`src/rtl/spi_fsm.sv`:
```
// rtl/spi_fsm.sv - SPI slave transaction sequencer: address phase, then read or write data phase
module spi_fsm #(
  parameter int BITCOUNT = 8
) (
  input  logic       clk,
  input  logic       reset,
  input  logic       cs_cond,
  input  logic       sclk_posedge,
  input  logic       sclk_negedge,
  input  logic       rw_bit,
  output logic       sample_en,
  output logic       addr_we,
  output logic       sr_we,
  output logic       miso_bufe,
  output logic       dm_we,
  output logic [2:0] state
);

  typedef enum logic [2:0] {
    IDLE        = 3'd0,
    GET_ADDR    = 3'd1,
    GOT_ADDR    = 3'd2,
    READ_LOAD   = 3'd3,
    READ_SHIFT  = 3'd4,
    WRITE_GET   = 3'd5,
    WRITE_STORE = 3'd6,
    DONE        = 3'd7
  } state_t;

  // Count value at which the next counted edge closes the phase
  localparam logic [3:0] LAST = 4'(BITCOUNT - 1);

  state_t     state_q, state_d;
  logic [3:0] cnt_q, cnt_d;

  // State and edge counter registers
  always_ff @(posedge clk or posedge reset) begin
    if (reset) begin
      state_q <= IDLE;
      cnt_q   <= 4'd0;
    end else begin
      state_q <= state_d;
      cnt_q   <= cnt_d;
    end
  end

  // Next state: each phase counts only its own SCLK edge; chip-select release wins over everything
  always_comb begin
    state_d = state_q;
    cnt_d   = cnt_q;
    case (state_q)
      IDLE: begin
        if (!cs_cond) state_d = GET_ADDR;
      end
      GET_ADDR: begin
        if (sclk_posedge) begin
          if (cnt_q == LAST) state_d = GOT_ADDR;
          else               cnt_d   = cnt_q + 4'd1;
        end
      end
      GOT_ADDR: begin
        state_d = rw_bit ? READ_LOAD : WRITE_GET;
      end
      READ_LOAD: begin
        state_d = READ_SHIFT;
      end
      READ_SHIFT: begin
        if (sclk_negedge) begin
          if (cnt_q == LAST) state_d = DONE;
          else               cnt_d   = cnt_q + 4'd1;
        end
      end
      WRITE_GET: begin
        if (sclk_posedge) begin
          if (cnt_q == LAST) state_d = WRITE_STORE;
          else               cnt_d   = cnt_q + 4'd1;
        end
      end
      WRITE_STORE: begin
        state_d = DONE;
      end
      DONE: begin
        state_d = DONE;
      end
      default: begin
        state_d = IDLE;
      end
    endcase
    if (cs_cond) state_d = IDLE;
    // Every phase starts counting from zero
    if (state_d != state_q) cnt_d = 4'd0;
  end

  // Moore strobes from the registered state; sample_en passes the posedge through with no delay
  always_comb begin
    addr_we   = (state_q == GOT_ADDR);
    sr_we     = (state_q == READ_LOAD);
    miso_bufe = (state_q == READ_SHIFT);
    dm_we     = (state_q == WRITE_STORE);
    sample_en = sclk_posedge && ((state_q == GET_ADDR) || (state_q == WRITE_GET));
    state     = state_q;
  end

endmodule

```
`config.mk`:
```
export PLATFORM = sky130hd
export DESIGN_NAME = spi_fsm
export DESIGN_NICKNAME = d
export VERILOG_FILES = /design/src/rtl/spi_fsm.sv
export SDC_FILE = /design/constraint.sdc
export NUM_CORES = 1
export LEC_CHECK = 0
export ABC_AREA = 0
export BUFFER_PORTS_ARGS = -buffer_cell sky130_fd_sc_hd__buf_2
export CORE_AREA = 3 3 43 45
export DETAILED_ROUTE_END_ITERATION = 7
export DIE_AREA = 0 0 46 48
export PLACE_DENSITY = 0.6
export SLEW_MARGIN = 40
export SYNTH_ARGS = -nofsm -noshare
export SYNTH_HDL_FRONTEND = slang
export SYNTH_SLANG_ARGS = --single-unit
```
`constraint.sdc`:
```
create_clock -name clk -period 2.06 [get_ports clk]
set_clock_uncertainty 0.15 [all_clocks]
set_input_delay 0.412 -clock clk [delete_from_list [all_inputs] [get_ports clk]]
set_output_delay 0.412 -clock clk [all_outputs]
set_load 0.05 [all_outputs]
```
==> results of run 1 <==
cells by family (layout without fill, tap and decap cells):
kind of cell	Yosys count	after routing	synth area share, %
AO/OA/AOI/OAI	10	10	14.72
multiplexers	2	2	4.445
XOR/XNOR	3	3	5.834
flip-flops	7	7	38.89
adder cells (fa/ha/maj)	1	1	2.777
AND/OR/NAND/NOR	21	21	27.50
buffers and inverters	4	23	5.832
where the power goes:
group          leakage (nW)  total [mW]  internal (mW)  switching, mW
clock network        0.0150       0.127         0.0741         0.0533
logic                 0.199      0.0595         0.0229         0.0366
registers            0.0954       0.149          0.144        0.00504
routing by layer:
| layer | wire, microns | share of wire (%) | GRT usage, % |
|---|---|---|---|
| met3 | 87 | 8.6 | 3.008 |
| met4 | 8 | 0.80 | 6.818 |
| met2 | 425 | 42 | 14.56 |
| met5 | 0 | 0 | 0 |
| met1 | 483 | 48 | 11.41 |
registers in the layout, indices dropped and copies added, names as in the netlist:
| signal | flops |
|---|---|
| cnt_q | 4 |
| state | 3 |
area by class of cell:
cell class,count,area [sq um],area share [%]
Sequential cell,7,175.2,29.23
Inverter,2,7.507,1.253
Tap cell,16,20.02,3.340
Timing Repair Buffer,17,97.59,16.28
Multi-Input combinational cell,37,272.8,45.51
Clock buffer,4,26.28,4.384
layout by cell type (no fill, tap or decap), drive strengths merged:
| cell type | n |
|---|---|
| a211o | 1 |
| a21oi | 2 |
| a221oi | 1 |
| and3 | 1 |
| and3b | 2 |
| and4bb | 1 |
| buf | 16 |
| clkbuf | 4 |
| dfrtp | 7 |
| dlygate4sd3 | 1 |
| ha | 1 |
| inv | 2 |
| mux2i | 2 |
| nand2 | 2 |
| nand3 | 1 |
| nor2 | 5 |
| nor2b | 2 |
| nor3 | 4 |
| nor3b | 3 |
| o211ai | 1 |
| o21ai | 4 |
| o21bai | 1 |
| xnor2 | 2 |
| xor2 | 1 |
how the worst max path moves through the flow:
stage	startpoint	endpoint	slack, ns	depth (start not counted)
global placement	cnt_q[0]$_DFFE_PP0P_	cnt_q[2]$_DFFE_PP0P_	0.14	6
CTS	cnt_q[0]$_DFFE_PP0P_	cnt_q[0]$_DFFE_PP0P_	0.08	6
finish	state[0]$_DFF_PP0_	dm_we	0.12	4
global route	state[0]$_DFF_PP0_	dm_we	0.03	4
floorplan	state[0]$_DFF_PP0_	sr_we	-0.10	2
detailed placement	cnt_q[0]$_DFFE_PP0P_	cnt_q[2]$_DFFE_PP0P_	0.12	6
metrics by stage:
step           util, %  instance area (sq um)  hold slack, ns  power (mW)
2_1_floorplan        -                  466.7         0.06540      0.1881
3_3_place_gp     36.88                  555.5          0.2078      0.2054
3_5_place_dp     36.88                  555.5          0.2115      0.2060
4_1_cts          39.29                  591.8          0.2493      0.3355
5_1_grt          39.78                  599.3          0.2584      0.3527
6_report         39.78                  599.3          0.2547      0.3355
timing repair:
item / in CTS / in global routing
hold buffers: 1 / 0
endpoints found under the hold margin: 7 / 0
gates resized for setup: 0 / 1
setup endpoints to repair: 0 / 3
==> results.md, run 1 <==
- Post-route DRC: 0
- PwrDens: ~560 nW/um^2
- CP max FO: 7
- Max-slew violations: 0
- Synth area leaders: dfrtp_1 (39%), nor3b_1 (5.0%), mux2i_1 (4.4%)
- Hold path cells: 2
- Clk Latency, worst-skew pair: ~0.25 ns
- Die height: about 48 microns
- CP cell instances: buf_4 > inv_1 > and3_1 > buf_2
- Final setup TNS: 0 ns
- Synth cell types: 25
- Mapped Cells: 48
- Yosys top cell area share: between 30% and 40%
- CTS clk-pin slew, worst paths: approximately 0.06 ns
- R2R depth: 6
- Synth Cell Area: 450.4 sq um
- Detail Route Antenna Nets: 0
- YS warnings: 0
- Crit path launch type: register
- Core area: approximately 1500 sq um
- Tcrit/Tclk final: 94.20%
- Initial core utilization: 29.90%
- Most frequent cell after synthesis: dfrtp_1
- Fin cells: 83
- Setup crit end kind: primary output
- Die width: between 40 and 50 microns
- First-pass GRT wire length: 1469 microns
- Pre-CTS WS: approximately 0.12 ns
- Worst slew pin tran: 0.3424 ns
- Boundary Pins: 14
- CTS tree: done
- IO Port Bufs: 13
- TritonRoute pass-1 iters: 4
- Buf+Inv Stages, Crit Path: 3
- ANT cells: 0
- Placed cell count: between 70 and 80
- RSZ-0062 raised after global routing: false
- Initial DRC count: 6
- Final min period: about 1.9 ns
- Most instantiated cells after synthesis: dfrtp_1 (7), nor2_1 (5), nor3_1 (4), o21ai_0 (4), nor3b_1 (3)
- Leakage: 0.3092 nW
- FP Rows: 14
- Layout area overhead: 33.06%
- Maximum root-to-sink buffer count: 2
- CP delay by family, top: buffers and inverters
- Worst EP arrival: ~1.4 ns
- Reg-to-reg slack, setup: ~0.14 ns
- VDD IR max: approximately 0.30 mV
- Hold Path End: state[1]$_DFF_PP0_
- Hold Startpoint: cs_cond
- R2r endpoint: cnt_q[0]$_DFFE_PP0P_
- Setup violations, final: 0
- WL per Instance: around 12 microns
- Predominant post-synthesis flop cell: dfrtp_1
- Setup ws final: between 0.1 and 0.15 ns
- Worst R2R Start: cnt_q[0]$_DFFE_PP0P_
- Layout cells sized above 1: approximately 40%
- Post-CTS setup buffers: 0
- Vias: 409
- Clk root buf: clkbuf_4
- Die ar.: 2208 sq um
- FF+latch count, synth: 7
- Grt ovf: 0
- Hold Path Class: in2reg
- GRT Total Usage: under 10%
- Dpl hpwl: between 700 and 800 microns
- WP data required: 1.50 ns
- Gpl congestion: about 0.7
- Final WL: a little over 1000 microns
- Critical Setup Path Class: reg2out
- CP max stage delay: ~0.38 ns
- Cts bufs inserted: 3
- Sequential element share of the synthesized area: around 39%
- Status: completed
- Initial antenna violation count: 0
- Synth area leader: dfrtp_1
- Final hold vios: 0
- Number of global-route vias before repair: about 370
- Slew margin rel.: between 70% and 80%
- NumNets Final: between 70 and 80
- Largest net degree at the start of global routing: 12
- Syn Nets: 55
- CTS H-tree depth: 1
- Avg Cell Area, Syn: 9.384 sq um
- Fmax: between 0.5 and 0.6 GHz
- Final-layout fill cell count: around 160
- Share of flip-flops with an asynchronous set or reset: between 90% and 100%
- CTS Sinks: 7
- Slowest stage cell on the critical path: dfrtp_1
- Vias per cell: about 4.9
- Post-synth EDFFs: 0
- Max Cap Violations: 0
No activity file was read; power rests on OpenSTA's default activity.
==> run 2, diff against run 1 <==
--- a/config.mk
+++ b/config.mk
@@ -12,4 +12,5 @@
 export DIE_AREA = 0 0 46 48
 export PLACE_DENSITY = 0.6
+export SKIP_CTS_REPAIR_TIMING = 1
 export SLEW_MARGIN = 40
 export SYNTH_ARGS = -nofsm -noshare
==> constraint.sdc (replaced) <==
create_clock -name clk -period 2.06 [get_ports clk]
set_clock_uncertainty 0.15 [all_clocks]
set_input_delay 0.103 -clock clk [delete_from_list [all_inputs] [get_ports clk]]
set_output_delay 0.103 -clock clk [all_outputs]
set_load 0.05 [all_outputs]
==> run 2 against run 1 <==
  * Sequential power hardly changed
  * Via count rose by 2.4%
  * Final cell count rose by 1.2%
  * Sequential cell count did not move
  * Total power up 0.86%
  * Non-clock buffer count is 1 higher
  * Wire length is 2.8% lower
  * Global-route usage increased by 0.40 points
  * Maximum frequency is 1.9% higher
  * Critical endpoint is now cnt_q[2]$_DFFE_PP0P_
==> results.md, run 2 (synthesis results as in run 1) <==
- Critical Setup Path Class: reg2reg
- Die width: 46 microns (unchanged)
- Vias: 419 (+2.4%)
- Commonest non-fill, non-tap cell in the layout: buf_2
- Maximum root-to-sink buffer count: 2 (unchanged)
- Cts bufs inserted: 3 (unchanged)
- Dpl hpwl: 737.1 microns (-2.4%)
- Final setup TNS: 0 ns (unchanged)
- Slowest stage cell on the critical path: dfrtp_1
- Max reg flops: 4 (unchanged)
- CTS tree: done
- CTS clk-pin slew, worst paths: 0.06 ns (about the same)
- Number of global-route vias before repair: 347 (-6.0%)
- Worst EP arrival: 1.92 ns (+0.54 ns)
- CP cell instances: ha_1 > and3b_2 > a211o_1 > a21oi_2 > xnor2_2 > nor3_1
- PwrDens: 564.6 nW/um^2 (+0.86%)
- TritonRoute pass-1 iters: 4 (unchanged)
- Gpl congestion: 0.7699 (+10%)
- Most frequent cells in the layout: buf_2 (13), dfrtp_1 (7), nor2_1 (5), o21ai_0 (4), nor3_1 (4)
- Boundary Pins: 14 (unchanged)
- Status: completed
- Fin cells: 84 (+1.2%)
- VDD IR max: 0.2460 mV (-17%)
- WP data required: 2.07 ns (+0.57 ns)
- Setup violations, final: 0 (unchanged)
- RSZ-0062 raised after global routing: false
- Fmax: 0.5254 GHz (+1.9%)
- Final min period: 1.903 ns (-0.03708 ns)
- Hold Path Class: in2reg
- Final WL: 978 microns (-2.8%)
- GRT Total Usage: 9.992% (+0.40 points)
- Setup ws final: 0.1566 ns (+0.03708 ns)
- Layout cells sized above 1: 36.76% (-3.5 points)
- Initial DRC count: 5 (-1)
- Initial core utilization: 29.90% (unchanged)
- Detail Route Antenna Nets: 0 (unchanged)
- Core area: 1506 sq um (unchanged)
- Crit path launch type: register
- Design area: 599.3 sq um (unchanged)
- NumNets Final: 76 (+1.3%)
- Slew margin rel.: 76.36% (-0.72 points)
- First-pass GRT wire length: 1490 microns (+1.4%)
- Worst slew pin tran: 0.3539 ns (+0.01150 ns)
- Setup crit end kind: register
- Tcrit/Tclk final: 92.40% (-1.8 points)
- Max-slew violations: 0 (unchanged)
- Pre-CTS WS: 0.1286 ns (+0.01195 ns)
- ANT cells: 0 (unchanged)
- Initial antenna violation count: 0 (unchanged)
- Final hold vios: 0 (unchanged)
- Final core utilization: 39.78% (unchanged)
- IO Port Bufs: 13 (unchanged)
- Layout area overhead: 33.06% (unchanged)
- Max Cap Violations: 0 (unchanged)
- Leakage: 0.3075 nW (-0.55%)
- Grt ovf: 0 (unchanged)
- CTS H-tree depth: 1 (unchanged)
- Placed cell count: 78 (unchanged)
- Largest net degree at the start of global routing: 12 (unchanged)
- Die ar.: 2208 sq um (unchanged)
- Die height: 48 microns (unchanged)
- FP Rows: 14 (unchanged)
- CP max FO: 4 (-3)
- Clk Latency, worst-skew pair: 0.26 ns (about the same)
- WL per Instance: 11.64 microns (-3.9%)
- Clk root buf: clkbuf_4
- Vias per cell: 4.988 (+1.2%)
- CP max stage delay: 0.40 ns (+0.02 ns)
- Largest Register: cnt_q
- Placement Cell Area: 545.5 sq um (-1.8%)
- CTS Sinks: 7 (unchanged)
- Post-route DRC: 0 (unchanged)
## run 2: cell types whose count changed in the layout (fill, tap and decap cells not counted), sizes merged
cell | before | now
dlygate4sd3 | 1 | 2
## run 2: path summary, 6_finish.rpt
kind	startpoint	to	slack (ns)	cells past startpoint
max	cnt_q[0]$_DFFE_PP0P_	cnt_q[2]$_DFFE_PP0P_	0.16	6
min	sclk_posedge	state[0]$_DFF_PP0_	0.03	3
max reg2reg	cnt_q[0]$_DFFE_PP0P_	cnt_q[2]$_DFFE_PP0P_	0.16	6
min reg2reg	cnt_q[3]$_DFFE_PP0P_	cnt_q[3]$_DFFE_PP0P_	0.42	2
max in group asynchronous	reset	cnt_q[2]$_DFFE_PP0P_	1.38	3
min in group asynchronous	reset	cnt_q[3]$_DFFE_PP0P_	0.17	3
## run 2: report_power, final
group          total (mW)  switching, mW  internal [mW]
Combinational      0.0606         0.0362         0.0245
Sequential          0.148        0.00468          0.143
Clock               0.130         0.0553         0.0742
## run 2: per-layer routing
layer,GRT usage (%),share of wire (%)
met1,12.58,49
met2,12.91,38
met3,4.135,10
met4,8.523,3.4
met5,0,0
## run 2: critical path, delay by kind of cell (launching register included)
family / cells / cell delay [ns]
compound gates: 2 / 0.49
fa+ha+maj: 1 / 0.22
flops: 1 / 0.40
simple gates: 2 / 0.43
xor+xnor: 1 / 0.11
## run 2: stage by stage
step | total power [mW] | hold WS, ns
floorplan | 0.1875 | -0.2436
global placement | 0.2044 | -0.1008
detailed placement | 0.2056 | -0.09593
finish | 0.3384 | 0.02597
CTS | 0.3369 | -0.3731
global route | 0.3516 | 0.03802
## run 2: layout make-up
| type | instances | area [sq um] |
|---|---|---|
| inverters | 2 | 7.507 |
| well taps | 16 | 20.02 |
| flip-flops and latches | 7 | 175.2 |
| multi-input cells | 37 | 262.8 |
| clock buffers | 4 | 26.28 |
| repair buffers | 18 | 107.6 |
| fillers | 155 | 907.1 |
